===== config.mk =====
export PLATFORM = sky130hd
export DESIGN_NAME = pool_window_feeder
export DESIGN_NICKNAME = d
export VERILOG_FILES = /design/src/rtl/pool_window_feeder.sv
export SDC_FILE = /design/constraint.sdc
export NUM_CORES = 1
export LEC_CHECK = 0
export BUFFER_PORTS_ARGS = -buffer_cell sky130_fd_sc_hd__buf_4
export CORE_ASPECT_RATIO = 1.2
export CORE_UTILIZATION = 37
export DETAILED_ROUTE_END_ITERATION = 12
export GPL_TIMING_DRIVEN = 0
export SETUP_SLACK_MARGIN = 0.05
export SLEW_MARGIN = 40
export SYNTH_ARGS = -nofsm -noshare
export SYNTH_HDL_FRONTEND = slang
export SYNTH_SLANG_ARGS = --single-unit

===== constraint.sdc =====
create_clock -name clk -period 2.45 [get_ports clk]
set_clock_uncertainty 0.05 [all_clocks]
set_input_delay 0.49 -clock clk [delete_from_list [all_inputs] [get_ports clk]]
set_output_delay 0.49 -clock clk [all_outputs]
set_load 0.01 [all_outputs]

===== src/rtl/pool_window_feeder.sv =====
// Gathers a serial sample stream into 5-sample windows for the max-pooling unit.
// Supports overlapping windows via STRIDE and zero-pads a short final window.
module pool_window_feeder #(
  parameter int DATA_W = 8,
  parameter int STRIDE = 5
) (
  input  logic              clk,
  input  logic              rst_n,
  input  logic [DATA_W-1:0] s_data,
  input  logic              s_valid,
  output logic              s_ready,
  input  logic              s_last,
  output logic [DATA_W-1:0] win1,
  output logic [DATA_W-1:0] win2,
  output logic [DATA_W-1:0] win3,
  output logic [DATA_W-1:0] win4,
  output logic [DATA_W-1:0] win5,
  output logic              win_en,
  output logic              win_last,
  input  logic              m_ready
);

  localparam int WIN_N = 5;

  generate
    if (STRIDE < 1 || STRIDE > WIN_N) begin : g_bad_stride
      $error("pool_window_feeder: STRIDE must be in 1..5");
    end
  endgenerate

  typedef enum logic {
    ST_FILL = 1'b0,
    ST_HOLD = 1'b1
  } state_t;

  state_t            r_state;
  state_t            w_state_next;
  logic [2:0]        r_cnt;
  logic              r_win_last;
  logic [DATA_W-1:0] w_buf [WIN_N];
  logic [DATA_W-1:0] w_win [WIN_N];
  logic              w_accept;
  logic              w_release;
  logic              w_close;
  logic [2:0]        w_cnt_inc;

  assign w_accept  = s_valid && s_ready;
  assign w_release = (r_state == ST_HOLD) && m_ready;
  assign w_cnt_inc = r_cnt + 3'd1;
  // A window closes on the fifth sample or early on the frame's last sample.
  assign w_close   = w_accept && ((w_cnt_inc == 3'(WIN_N)) || s_last);

  always_ff @(posedge clk) begin
    if (!rst_n) begin
      r_state <= ST_FILL;
    end else begin
      r_state <= w_state_next;
    end
  end

  always_comb begin
    w_state_next = r_state;
    case (r_state)
      ST_FILL: if (w_close)  w_state_next = ST_HOLD;
      ST_HOLD: if (m_ready)  w_state_next = ST_FILL;
      default:               w_state_next = ST_FILL;
    endcase
  end

  always_comb begin
    s_ready = rst_n && (r_state == ST_FILL);
    win_en  = (r_state == ST_HOLD);
  end

  always_ff @(posedge clk) begin
    if (!rst_n) begin
      r_cnt      <= 3'd0;
      r_win_last <= 1'b0;
    end else begin
      if (w_accept) begin
        r_cnt <= w_cnt_inc;
      end else if (w_release) begin
        r_cnt <= r_win_last ? 3'd0 : 3'(WIN_N - STRIDE);
      end
      if (w_close) begin
        r_win_last <= s_last;
      end
    end
  end

  genvar gi;
  generate
    for (gi = 0; gi < WIN_N; gi++) begin : g_slot
      logic [DATA_W-1:0] r_buf_elem;
      logic [DATA_W-1:0] r_win_elem;

      if (gi < WIN_N - STRIDE) begin : g_keep
        // Overlap samples shift down by STRIDE so the next window starts with them.
        always_ff @(posedge clk) begin
          if (!rst_n) begin
            r_buf_elem <= '0;
          end else if (w_accept && (r_cnt == 3'(gi))) begin
            r_buf_elem <= s_data;
          end else if (w_release) begin
            r_buf_elem <= r_win_last ? '0 : w_buf[gi+STRIDE];
          end
        end
      end else begin : g_drop
        always_ff @(posedge clk) begin
          if (!rst_n) begin
            r_buf_elem <= '0;
          end else if (w_accept && (r_cnt == 3'(gi))) begin
            r_buf_elem <= s_data;
          end else if (w_release && r_win_last) begin
            r_buf_elem <= '0;
          end
        end
      end

      // The closing sample is still being written to the buffer, so take it from s_data.
      always_ff @(posedge clk) begin
        if (!rst_n) begin
          r_win_elem <= '0;
        end else if (w_close) begin
          if (3'(gi) < r_cnt) begin
            r_win_elem <= w_buf[gi];
          end else if (3'(gi) == r_cnt) begin
            r_win_elem <= s_data;
          end else begin
            r_win_elem <= '0;
          end
        end
      end

      assign w_buf[gi] = r_buf_elem;
      assign w_win[gi] = r_win_elem;
    end
  endgenerate

  assign win1     = w_win[0];
  assign win2     = w_win[1];
  assign win3     = w_win[2];
  assign win4     = w_win[3];
  assign win5     = w_win[4];
  assign win_last = r_win_last;

endmodule


### Word-level counts from Yosys, hierarchy flattened

Cells that the tools add are included.

* $add $sub $neg: 1
* multiply operators: 0
* divide/modulo/power cells: 0
* magnitude comparators: 5
* eq/ne operators: 9
* shifts and indexed selects: 0
* muxes and demuxes: 21
* bitwise logic cells: 1
* reductions and logical operators: 18

Operators with widths (count)
* $mux W8: 16
* $reduce_bool A2 Y1: 6
* $logic_and A1 B1 Y1: 10
* $eq A2 B3 Y1 const A: 2
* $eq A3 B2 Y1 const B: 2
* $eq A3 B3 Y1 const B: 2
* $lt A1 B3 Y1 const A: 2
* $lt A2 B3 Y1 const A: 2
* $mux W3: 2
* $add A3 B1 Y3 const B: 1
* $eq A1 B3 Y1 const A: 1
* $eq A3 B1 Y1 const B: 1
* $eq A3 B3 Y1 const A: 1
* $logic_not A3 Y1: 1
* $lt A3 B3 Y1 const A: 1
* $mux W1: 2
* $pmux W1 S2: 1
* $logic_or A1 B1 Y1: 1
* $not A1 Y1: 1

* register bits after elaboration: 85
* latch bits: 0
* RAM bits: 0
* ROM bits: 0
* bits of input ports: 13
* output and inout bits: 43
* logic and storage cells: 68
* memories kept: 0

### Logic depth before layout (Yosys ltp)

Gate-level depths: netlist of the first run.

* depth after elaboration: 6
* mapped depth: 11
* gate-level depth less buffers: 5

### Least setup slack after synthesis of the first run

OpenSTA, ideal clock, no wires.

* path type: reg2reg
* from: reg r_cnt[0]
* to: reg g_slot[0].r_buf_elem[6]
* setup time: 132 ps
* arrival: 2035 ps
* required time: 2268 ps
* path slack: 233 ps
* cell stages (with the launch flop): 12
* path buffers: 6
* period minus slack after synthesis: 2217 ps
* path through: dfxtp_1 -> buf_2 -> buf_2 -> buf_2 -> inv_1 -> ha_1 -> buf_2 -> and4b_1 -> clkbuf_1 -> buf_2 -> nand3_1 -> a21oi_1

* longest elaborated chain between the ends: 3
* elaborated cells on any way between the ends: 4
* classes of those cells: 1 x mux; 3 x reduce/logical

RTL lines
* from (decl): line 38 `logic [2:0] r_cnt;`
* from (signal assigned): line 81 `r_cnt <= w_cnt_inc;`
* from (signal assigned): line 83 `r_cnt <= r_win_last ? 3'd0 : 3'(WIN_N - STRIDE);`
* $logic_not A3 Y1 (*): line 112 `end else if (w_accept && (r_cnt == 3'(gi))) begin`
* $logic_and A1 B1 Y1 (*): line 112
* $mux W8 / $reduce_bool A2 Y1 (equally long branches)
* to (signal assigned): line 113 `r_buf_elem <= s_data;`
* to (decl): line 94 `logic [DATA_W-1:0] r_buf_elem;`

Every way passes the cells marked *; elsewhere a longest branch is shown, timed or not.
A chain may end at the register's enable or synchronous reset.

### Worst setup path in the final report of the first run

* from: reg r_cnt[1]
* to: reg g_slot[4].r_win_elem[6] (netlist: win5[6])

* longest elaborated chain between the ends: 4
* elaborated cells on any way between the ends: 8
* classes of those cells: 1 x add/sub; 1 x order compare; 2 x eq/ne; 2 x mux; 2 x reduce/logical

RTL lines
* $add A3 B1 Y3: line 49 `assign w_cnt_inc = r_cnt + 3'd1;`
* $eq A3 B3 Y1: line 51 `assign w_close = w_accept && ((w_cnt_inc == 3'(WIN_N)) || s_last);`
* $logic_or A1 B1 Y1: line 51
* $logic_and A1 B1 Y1: line 51
* to (signal assigned): line 126 `r_win_elem <= w_buf[gi];`
* to (signal assigned): line 128 `r_win_elem <= s_data;`
* to (decl): line 95 `logic [DATA_W-1:0] r_win_elem;`

Several ways; a longest one is shown, not always the timed one.

==> reports/metrics.yaml, run 1 <==
run_status:
  status: "complete, no violations"
power_and_ir_drop:
  p_seq_share_pct: 41.7
  swShare_pct: 25.0
  p_per_area_mw_per_mm2: 660
  pwr-share-comb_pct: 12.6
  switchingPower_mw: 0.866
  leakage_nw: 2.01
  power.internal_mw: 2.60
  power.share.clock_pct: 45.7
  ir_drop_uv: 317
  fin_total_pwr_mw: 3.47
synth:
  synth_top_area_share_pct: 39.2
  synthArstFlopShare_pct: 0
  synth-edff-count: 0
  synth_area_mm2: 0.00434
  ys_seq_elements: 85
  syn-num-nets: 497
  synth_cells: 480
  postSynthAreaPerCell_um2: 9.04
  synth_warnings: 0
  netlist_top_cells_area: "dfxtp_1, mux2i_1, o211ai_1, a21oi_1, nand3_1"
  yosysTopAreaCell: "dfxtp_1"
  yosysSeqAreaShare_pct: 39.2
  synth_cell_types: 46
  ys.flop_type: "dfxtp_1"
worst_setup_path:
  rr_worst_depth: 9
  worstPathMaxFanout: 10
  arrival_ns: 2.40
  start_kind: "flip-flop"
  endpoint_kind: "flip-flop"
  cp.required_ns: 2.62
  crit_slowest_cell: "dfxtp_2"
  rrSetupSlack_ns: 0.22
  crit_chain: "buf_4 > clkbuf_4 > inv_1 > ha_1 > buf_2 > clkbuf_2 > nor4bb_1 > o21ai_0 > mux2i_1"
  crit_type: "reg -> reg"
  regToRegEndpoint: "win5[6]"
  crit_family: "buffers and inverters"
  max_stage_delay_ns: 0.44
  r2r_start: "r_cnt[1]"
  crit_buf_inv: 5
global_route:
  grt_max_degree: 20
  grt_antenna_before_repair: 0
  grt_pass1_wl_um: 20700
  grt_usage_pct: 22.1
  grt_pass1_vias: 3902
  gr-total-overflow: 0
routing:
  drt_iter0_markers: 240
  vias: 3925
  ant_nets: 0
  wl_per_cell_um: 18.3
  post_drt_via_cell_ratio: 5.64
  drc: 0
  drt-total-wl_um: 12700
  firstDrtPassIters: 5
layout:
  final_cells: 696
  layout_common_cells: "dfxtp_1, buf_4, a21oi_1, nand3_1, mux2i_1"
  final_common_cell: "dfxtp_1"
  final_layout_size_suffix_gt1_share_pct: 20.3
  final_util_pct: 46.7
  multi_input_area_mm2: 0.00230
  insertedDiodeCount: 0
  seq_area_mm2: 0.00170
  finalInstanceArea_mm2: 0.00525
  final_nets: 554
  syn_to_final_growth_pct: 21.0
  nFillCells: 1122
clocking:
  ctsHoldBuffers: 0
  clockBufferDepth: 2
  cts_sinks: 85
  cts_htree_levels: 3
  cts.clk_slew.worst_paths_ns: 0.06
  cts_tree: "done"
  cts_root_buf: "clkbuf_16"
  cts_buffers: 9
  clk_latency_ns: 0.34
floorplan:
  core_mm2: 0.0112
  rows: 42
  fp.dieH_um: 121
  io_pins: 56
  die-area_mm2: 0.0122
  initial_core_util_pct: 38.6
  die_w_um: 101
min_path:
  hold_depth: 2
  hold_path_class: "reg -> reg"
  hp-start: "win5[1]"
  min_to: "win5[1]"
sta:
  min_period_over_period_pct: 90.9
  slew_headroom_pct: 48.6
  report.final.slew_viol_count: 0
  setup_viol: 0
  worst_pin_slew_ns: 0.771
  rsz0062_at_grt: "no"
  min_period_ns: 2.23
  clock.fmax_mhz: 449
  finalSetupTns_ns: 0
  hold_viol_final: 0
placement:
  post-place-cells: 680
  gp_congestion: 0.865
  numPortBuffers: 46
  hpwl_um: 8910
  place_area_mm2: 0.00488
job:
  maxCapViolations: 0
-- flip-flops by register name (all words and copies together), names as in the netlist --
name	cells
g_slot.r_buf_elem	40
r_cnt	3
win1	8
win2	8
win3	8
win4	8
win5	8
win_en	1
win_last	1
-- cells in the mapped netlist (2+ instances only) --
cell	instances
and3b_1	2
a21oi_1	43
buf_4	4
dfxtp_1	85
nor4bb_1	8
o211ai_1	32
nand3_1	41
buf_8	2
buf_2	13
a221oi_2	10
nand4b_1	3
a221oi_1	6
o31a_1	8
o21ai_0	9
nor2_1	21
buf_1	3
buf_6	6
nand2_1	24
o21a_1	16
nand2b_1	2
clkbuf_1	32
mux2i_1	33
and4b_1	2
and2_1	17
a31oi_1	24
o311ai_0	8
nor2b_1	2
inv_1	3
ha_1	4
-- per-stage QoR --
stage	hold slack [ns]	worst slack, ns
after floorplan	0.416	0.233
after global placement	0.398	-0.278
after detailed placement	0.405	-0.291
after CTS	0.414	0.128
after global routing	0.420	0.0795
final	0.409	0.222
-- timing repair --
action,in CTS,in global routing
endpoints found under the hold margin,0,0
endpoints found under the setup margin,65,25
buffers inserted,2,0
resized for setup,8,4
pin swaps,2,0
-- layer usage --
| layer | global-route usage [%] | part of all wire (%) | up-vias |
|---|---|---|---|
| li1 | - | - | 1899 |
| met1 | 27.3 | 43 | 1875 |
| met2 | 37.4 | 49 | 127 |
| met3 | 5.26 | 5.5 | 24 |
| met4 | 7.61 | 2.3 | 0 |
| met5 | 0 | 0 | - |
-- worst register-to-register path, delay by kind of cell (launching register included) --
family	cells	cell delay, ns
muxes	1	0.09
and+or+nand+nor	1	0.16
buffers and inverters	5	0.94
AOI/OAI and AO/OA	1	0.24
adders and majority gates	1	0.18
DFF	1	0.44
-- power by group through the flow --
stage / Combinational [mW] / Sequential (mW) / Clock, mW
detailed placement: 0.424 / 1.47 / 0
finish: 0.436 / 1.45 / 1.59
global placement: 0.416 / 1.47 / 0
floorplan: 0.279 / 1.48 / 0
CTS: 0.432 / 1.45 / 1.61
global route: 0.472 / 1.45 / 1.67
-- layout make-up --
cell class,count,share of cell area [%]
tap,154,3.67
buffer,59,6.48
sequential,85,32.4
clock buffer,12,4.69
clock inverter,4,1.81
multi-input combinational,330,43.8
timing repair buffer,48,6.86
inverter,4,0.286
-- worst max-delay path by stage --
stage,startpoint,end,slack (ns),depth (start not counted)
after floorplan,r_cnt[0],g_slot[0].r_buf_elem[6],0.23,11
after global placement,r_cnt[0],g_slot[4].r_buf_elem[6],-0.28,11
after global routing,r_cnt[1],win5[6],0.08,9
final,r_cnt[1],win5[6],0.22,9
after CTS,r_cnt[1],win5[6],0.13,9
after detailed placement,r_cnt[0],g_slot[4].r_buf_elem[2],-0.29,11
-- logic make-up after synthesis --
group	Yosys count	synth area share, %
simple gates	129	16.3
mux	33	7.61
buf+inv	65	7.93
compound gates	162	27.2
xor+xnor	2	0.577
flops	85	39.2
fa+ha+maj	4	1.15
Note: power is estimated with default switching activity, not from simulation.
==> run 2: changes to the inputs <==
==> constraint.sdc (replaced) <==
create_clock -name clk -period 2.5 [get_ports clk]
set_clock_uncertainty 0.05 [all_clocks]
set_input_delay 0.5 -clock clk [delete_from_list [all_inputs] [get_ports clk]]
set_output_delay 0.5 -clock clk [all_outputs]
set_load 0.01 [all_outputs]
==> run 2 against run 1 <==
- power down 2.0%
- largest power group unchanged
- register-to-register slack hardly changed
- cell count fell by 0.14%
- die area stayed put
- core utilization shrank 0.10 points
- highest routed layer unchanged
- fmax shrank 2.1%
==> reports/metrics.yaml, run 2 (same netlist as run 1, synthesis figures left out) <==
placement:
  hpwl_um: 8910  # unchanged
  dp_slack_ns: -0.241  # +0.0500 ns
  place_area_mm2: 0.00488  # unchanged
  gp_congestion: 0.865  # unchanged
  numPortBuffers: 46  # unchanged
sta:
  rsz0062_at_grt: "no"
  finalSetupTns_ns: 0  # unchanged
  min_period_ns: 2.28  # +0.0483 ns
  min_period_over_period_pct: 91.0  # +0.11 points
  hold_viol_final: 0  # unchanged
  slew_headroom_pct: 49.6  # +1.0 points
  clock.fmax_mhz: 439  # -2.1%
  worst_pin_slew_ns: 0.755  # -0.0155 ns
  setup_viol: 0  # unchanged
  fin_ws_ns: 0.224  # +0.00174 ns
  report.final.slew_viol_count: 0  # unchanged
routing:
  vias: 3936  # +0.28%
  post_drt_via_cell_ratio: 5.66  # +0.42%
  wl_per_cell_um: 18.3  # +0.11%
  drt-total-wl_um: 12700  # about the same
  drt_iter0_markers: 266  # +11%
  drc: 0  # unchanged
  firstDrtPassIters: 4  # -1
  ant_nets: 0  # unchanged
floorplan:
  io_pins: 56  # unchanged
  rows: 42  # unchanged
  core_mm2: 0.0112  # unchanged
  die_w_um: 101  # unchanged
  die-area_mm2: 0.0122  # unchanged
  fp.dieH_um: 121  # unchanged
  initial_core_util_pct: 38.6  # unchanged
global_route:
  grt_max_degree: 20  # unchanged
  grt_pass1_wl_um: 20700  # -0.14%
  gr-total-overflow: 0  # unchanged
  grt_antenna_before_repair: 0  # unchanged
  grt_usage_pct: 22.1  # -0.049 points
  grt_pass1_vias: 3889  # -0.33%
clocking:
  ctsHoldBuffers: 0  # unchanged
  clockBufferDepth: 2  # unchanged
  clk_latency_ns: 0.34  # about the same
  cts_htree_levels: 3  # unchanged
  cts_root_buf: "clkbuf_16"
  cts_tree: "done"
  cts_buffers: 9  # unchanged
  cts_sinks: 85  # unchanged
  cts.clk_slew.worst_paths_ns: 0.06  # about the same
run_status:
  status: "complete, no violations"
worst_setup_path:
  crit_type: "reg -> reg"
  crit_family: "buffers and inverters"
  crit_chain: "clkbuf_4 > clkbuf_4 > inv_1 > ha_1 > buf_2 > clkbuf_2 > nor4bb_1 > o21ai_0 > mux2i_1"
  start_kind: "flip-flop"
  max_stage_delay_ns: 0.44  # about the same
  endpoint_kind: "flip-flop"
  crit_slowest_cell: "dfxtp_2"
  arrival_ns: 2.45  # +0.05 ns
  cp.required_ns: 2.67  # +0.05 ns
  worstPathMaxFanout: 10  # unchanged
  crit_top_cell: "clkbuf_4"
  crit_buf_inv: 5  # unchanged
layout:
  final_common_cell: "dfxtp_1"
  largest_reg_flops: 40  # unchanged
  final_nets: 553  # -0.18%
  final_layout_size_suffix_gt1_share_pct: 20.1  # -0.15 points
  finalInstanceArea_mm2: 0.00524  # -0.21%
  layout_common_cells: "dfxtp_1, buf_4, a21oi_1, nand3_1, mux2i_1"
  syn_to_final_growth_pct: 20.8
  regMostFlops: "g_slot.r_buf_elem"
  insertedDiodeCount: 0  # unchanged
power_and_ir_drop:
  p_per_area_mw_per_mm2: 649  # -1.8%
  leakage_nw: 2.01  # -0.29%
  ir_drop_uv: 311  # -1.9%
job:
  maxCapViolations: 0  # unchanged
min_path:
  hold_path_class: "reg -> reg"
==> run 2: cell type report <==
| class | instances | area, µm² |
|---|---|---|
| clock buffers | 12 | 246 |
| multi-input cells | 330 | 2300 |
| plain buffers | 59 | 337 |
| well taps | 154 | 193 |
| flip-flops and latches | 85 | 1700 |
| repair buffers | 47 | 353 |
| inverters | 4 | 15.0 |
| fillers | 1123 | 6000 |
| clock inverters | 4 | 95.1 |
==> run 2: where the power goes <==
| part | switching, mW | internal [mW] | total (mW) |
|---|---|---|---|
| clock | 0.554 | 1.00 | 1.56 |
| sequential | 0.0267 | 1.39 | 1.42 |
| combinational | 0.271 | 0.155 | 0.426 |
==> run 2: path summary, 6_finish.rpt <==
check	slack, ns	end	from	depth (start not counted)
setup / recovery	0.22	win5[6]	r_cnt[1]	9
hold / removal	0.41	win5[1]	win5[1]	2
setup reg to reg	0.22	win5[6]	r_cnt[1]	9
hold reg to reg	0.41	win5[1]	win5[1]	2
==> run 2: repair_timing <==
action / 4_1_cts / 5_1_grt
gates resized for setup: 7 / 4
pin swaps: 0 / 1
setup buffers: 0 / 1
setup endpoints to repair: 60 / 25
==> run 2: worst reg2reg max path, cell delays in order, from the launching register on <==
cell and delay, ns:
dfxtp_2 0.44, clkbuf_4 0.27, clkbuf_4 0.26, inv_1 0.08, ha_1 0.18, buf_2 0.17
clkbuf_2 0.22, nor4bb_1 0.17, o21ai_0 0.24, mux2i_1 0.09
==> run 2: metrics by stage <==
| stage | util (%) | total power [mW] | cells | hold slack, ns |
|---|---|---|---|---|
| global route | 46.6 | 3.52 | 695 | 0.420 |
| finish | 46.6 | 3.40 | 695 | 0.409 |
| global placement | 43.4 | 1.85 | 680 | 0.398 |
| floorplan | - | 1.72 | 480 | 0.416 |
| detailed placement | 43.4 | 1.86 | 680 | 0.405 |
| CTS | 46.5 | 3.41 | 695 | 0.414 |
==> run 2: metal layers <==
layer  part of all wire (%)  GRT usage, %  wire [µm]  up-vias
met5                      0             0          0        -
met4                    1.7          7.07        220        0
met3                    5.3          5.26        671       16
met2                     49          37.5       6300      135
met1                     44          27.2       5550     1891
li1                       -             -          -     1894
==> run 3: changes to the inputs <==
--- a/config.mk
+++ b/config.mk
@@ -5,11 +5,13 @@
 export SDC_FILE = /design/constraint.sdc
 export NUM_CORES = 1
 export LEC_CHECK = 0
+export ABC_AREA = 1
 export BUFFER_PORTS_ARGS = -buffer_cell sky130_fd_sc_hd__buf_4
 export CORE_ASPECT_RATIO = 1.2
 export CORE_UTILIZATION = 37
 export DETAILED_ROUTE_END_ITERATION = 12
 export GPL_TIMING_DRIVEN = 0
+export REMOVE_ABC_BUFFERS = 1
 export SETUP_SLACK_MARGIN = 0.05
 export SLEW_MARGIN = 40
 export SYNTH_ARGS = -nofsm -noshare
==> run 3 against run 2 <==
- routed wire length down 24%
- highest routed layer unchanged
- die area down 9.1%
- fmax up 3.6%
- global-route usage down 2.6 points
- critical path type unchanged
- register-to-register slack better by 0.08 ns
==> reports/metrics.yaml, run 3 <==
global_route:
  grt_usage_pct: 19.4  # -2.6 points
  grt_pass1_wl_um: 16500  # -20%
  gr-total-overflow: 0  # unchanged
  grt_pass1_vias: 3578  # -8.0%
  grt_max_degree: 52  # +160%
  grt_antenna_before_repair: 0  # unchanged
worst_setup_path:
  start_kind: "flip-flop"
  cp.required_ns: 2.70  # +0.03 ns
  crit_type: "reg -> reg"
  endpoint_kind: "flip-flop"
  arrival_ns: 2.40  # -0.05 ns
  worstPathMaxFanout: 12  # +2
sta:
  report.final.slew_viol_count: 0  # unchanged
  worst_pin_slew_ns: 0.624  # -0.131 ns
  min_period_ns: 2.20  # -0.0799 ns
  hold_viol_final: 0  # unchanged
  min_period_over_period_pct: 87.8  # -3.2 points
  setup_viol: 0  # unchanged
  clock.fmax_mhz: 455  # +3.6%
  slew_headroom_pct: 58.3  # +8.7 points
  rsz0062_at_grt: "no"
synth:
  ys.flop_type: "dfxtp_1"
  synth_top_area_share_pct: 43.2  # +4.0 points
  netlist_top_cells_area: "dfxtp_1, nand2_1, nor2_1, a21oi_1, inv_1"
  synth.most_common_cell: "nand2_1"
  yosysTopAreaCell: "dfxtp_1"
  yosysSeqAreaShare_pct: 43.2  # +4.0 points
  synthArstFlopShare_pct: 0  # unchanged
  synth_cells: 615  # +28%
  postSynthAreaPerCell_um2: 6.40  # -29%
  synth_cell_types: 24  # -48%
  ys_seq_elements: 85  # unchanged
  yosys-top-cells-count: "nand2_1, nor2_1, dfxtp_1, inv_1, a21oi_1"
  synth_area_mm2: 0.00394  # -9.3%
  synth_warnings: 0  # unchanged
  synth-edff-count: 0  # unchanged
routing:
  vias: 3653  # -7.2%
  wl_per_cell_um: 12.3  # -33%
  drt_iter0_markers: 199  # -25%
  drt-total-wl_um: 9720  # -24%
  firstDrtPassIters: 5  # +1
  ant_nets: 0  # unchanged
  post_drt_via_cell_ratio: 4.63  # -18%
  drc: 0  # unchanged
floorplan:
  core_mm2: 0.0102  # -9.7%
  die-area_mm2: 0.0111  # -9.1%
  initial_core_util_pct: 38.8  # +0.17 points
  die_w_um: 96.2  # -4.6%
  io_pins: 56  # unchanged
  rows: 40  # -4.8%
  fp.dieH_um: 115  # -4.7%
placement:
  place_area_mm2: 0.00442  # -9.5%
  gp_congestion: 0.769  # -11%
  post-place-cells: 774  # +14%
  hpwl_um: 6380  # -28%
  numPortBuffers: 55  # +20%
layout:
  final_common_cell: "nand2_1"
  layout_common_cells: "nand2_1, nor2_1, dfxtp_1, buf_4, inv_1"
  largest_reg_flops: 40  # unchanged
  insertedDiodeCount: 0  # unchanged
  final_layout_size_suffix_gt1_share_pct: 14.2  # -6.0 points
  regMostFlops: "g_slot.r_buf_elem"
  final_nets: 676  # +22%
  seq_area_mm2: 0.00170  # -0.15%
  final_util_pct: 46.6  # -0.055 points
  syn_to_final_growth_pct: 20.1
  finalInstanceArea_mm2: 0.00473  # -9.8%
  final_cells: 789  # +14%
  multi_input_area_mm2: 0.00192  # -16%
  nFillCells: 1076  # -4.2%
power_and_ir_drop:
  ir_drop_uv: 343  # +10%
  p_per_area_mw_per_mm2: 693  # +6.9%
  leakage_nw: 2.20  # +9.3%
clocking:
  cts_tree: "done"
  cts_resized: 0  # -7
  cts_htree_levels: 3  # unchanged
  clockBufferDepth: 2  # unchanged
  cts_buffers: 9  # unchanged
  cts.clk_slew.worst_paths_ns: 0.06  # about the same
  cts_sinks: 85  # unchanged
  cts_root_buf: "clkbuf_16"
  clk_latency_ns: 0.34  # about the same
  ctsHoldBuffers: 0  # unchanged
  cts_setup_buffers: 0  # unchanged
min_path:
  hold_path_class: "in -> reg"
job:
  maxCapViolations: 0  # unchanged
run_status:
  status: "complete, no violations"
==> run 3: cell count changes in the layout (fill, tap and decap cells not counted), sizes merged, moves of 15 or more <==
cell and change:
nand2 +220, nor2 +89, inv +54, clkbuf -36, mux2i -33, o211ai -32, nand3 -26, a31oi -25
buf -17, a221oi -16, o21a -16, o21ai +15
==> run 3: final cells by class <==
cell class	instances	share of cell area (%)
tap	126	3.33
timing repair buffer	55	8.73
clock inverter	5	1.59
multi-input combinational	449	40.6
clock buffer	10	5.05
sequential	85	36.0
inverter	59	4.71
==> run 3: worst max-delay path, cell delays in order (launching register included) <==
cell	delay (ns)
dfxtp_1	0.68
inv_1	0.22
ha_1	0.25
inv_1	0.05
nor2_1	0.08
inv_1	0.19
nor2_2	0.09
nor2_2	0.28
nand2_1	0.09
a21oi_1	0.13
==> run 3: cell families (layout without fill, tap and decap cells) <==
family                   Yosys count  after routing  synth area share [%]
adder cells (fa/ha/maj)            4              4                  1.27
AO/OA/AOI/OAI                     70             70                  9.02
buffers and inverters             81            129                  8.29
AND/OR/NAND/NOR                  375            375                  38.2
flip-flops                        85             85                  43.2
==> run 3: path summary, 6_finish.rpt <==
check | start | to | slack, ns | cells after the start
worst min register to register | g_slot[3].r_buf_elem[5] | g_slot[3].r_buf_elem[5] | 0.41 | 2
worst max-delay path | r_cnt[0] | g_slot[2].r_buf_elem[0] | 0.30 | 9
worst max register to register | r_cnt[0] | g_slot[2].r_buf_elem[0] | 0.30 | 9
worst min-delay path | m_ready | win_en | 0.38 | 4
==> run 3: power by group <==
| part | switching [mW] | internal [mW] | total (mW) |
|---|---|---|---|
| combinational | 0.267 | 0.145 | 0.413 |
| clock | 0.526 | 0.891 | 1.42 |
| sequential | 0.0394 | 1.41 | 1.45 |
| total | 0.833 | 2.45 | 3.28 |
==> run 3: per-stage QoR <==
stage | setup WS, ns | TNS (ns) | total power [mW] | hold slack (ns)
final | 0.304 | 0 | 3.28 | 0.385
after global routing | 0.0524 | 0 | 3.44 | 0.414
after CTS | 0.259 | 0 | 3.31 | 0.381
after detailed placement | -0.106 | -1.28 | 1.89 | 0.402
after global placement | -0.640 | -24.47 | 1.89 | 0.398
after floorplan | 0.253 | 0 | 1.72 | 0.387
==> run 3: layer usage <==
layer	up-vias	global-route usage (%)	wire [µm]
li1	1955	-	-
met1	1613	23.9	4550
met2	70	32.8	4570
met3	15	3.17	399
met4	0	8.76	204
met5	-	0	0
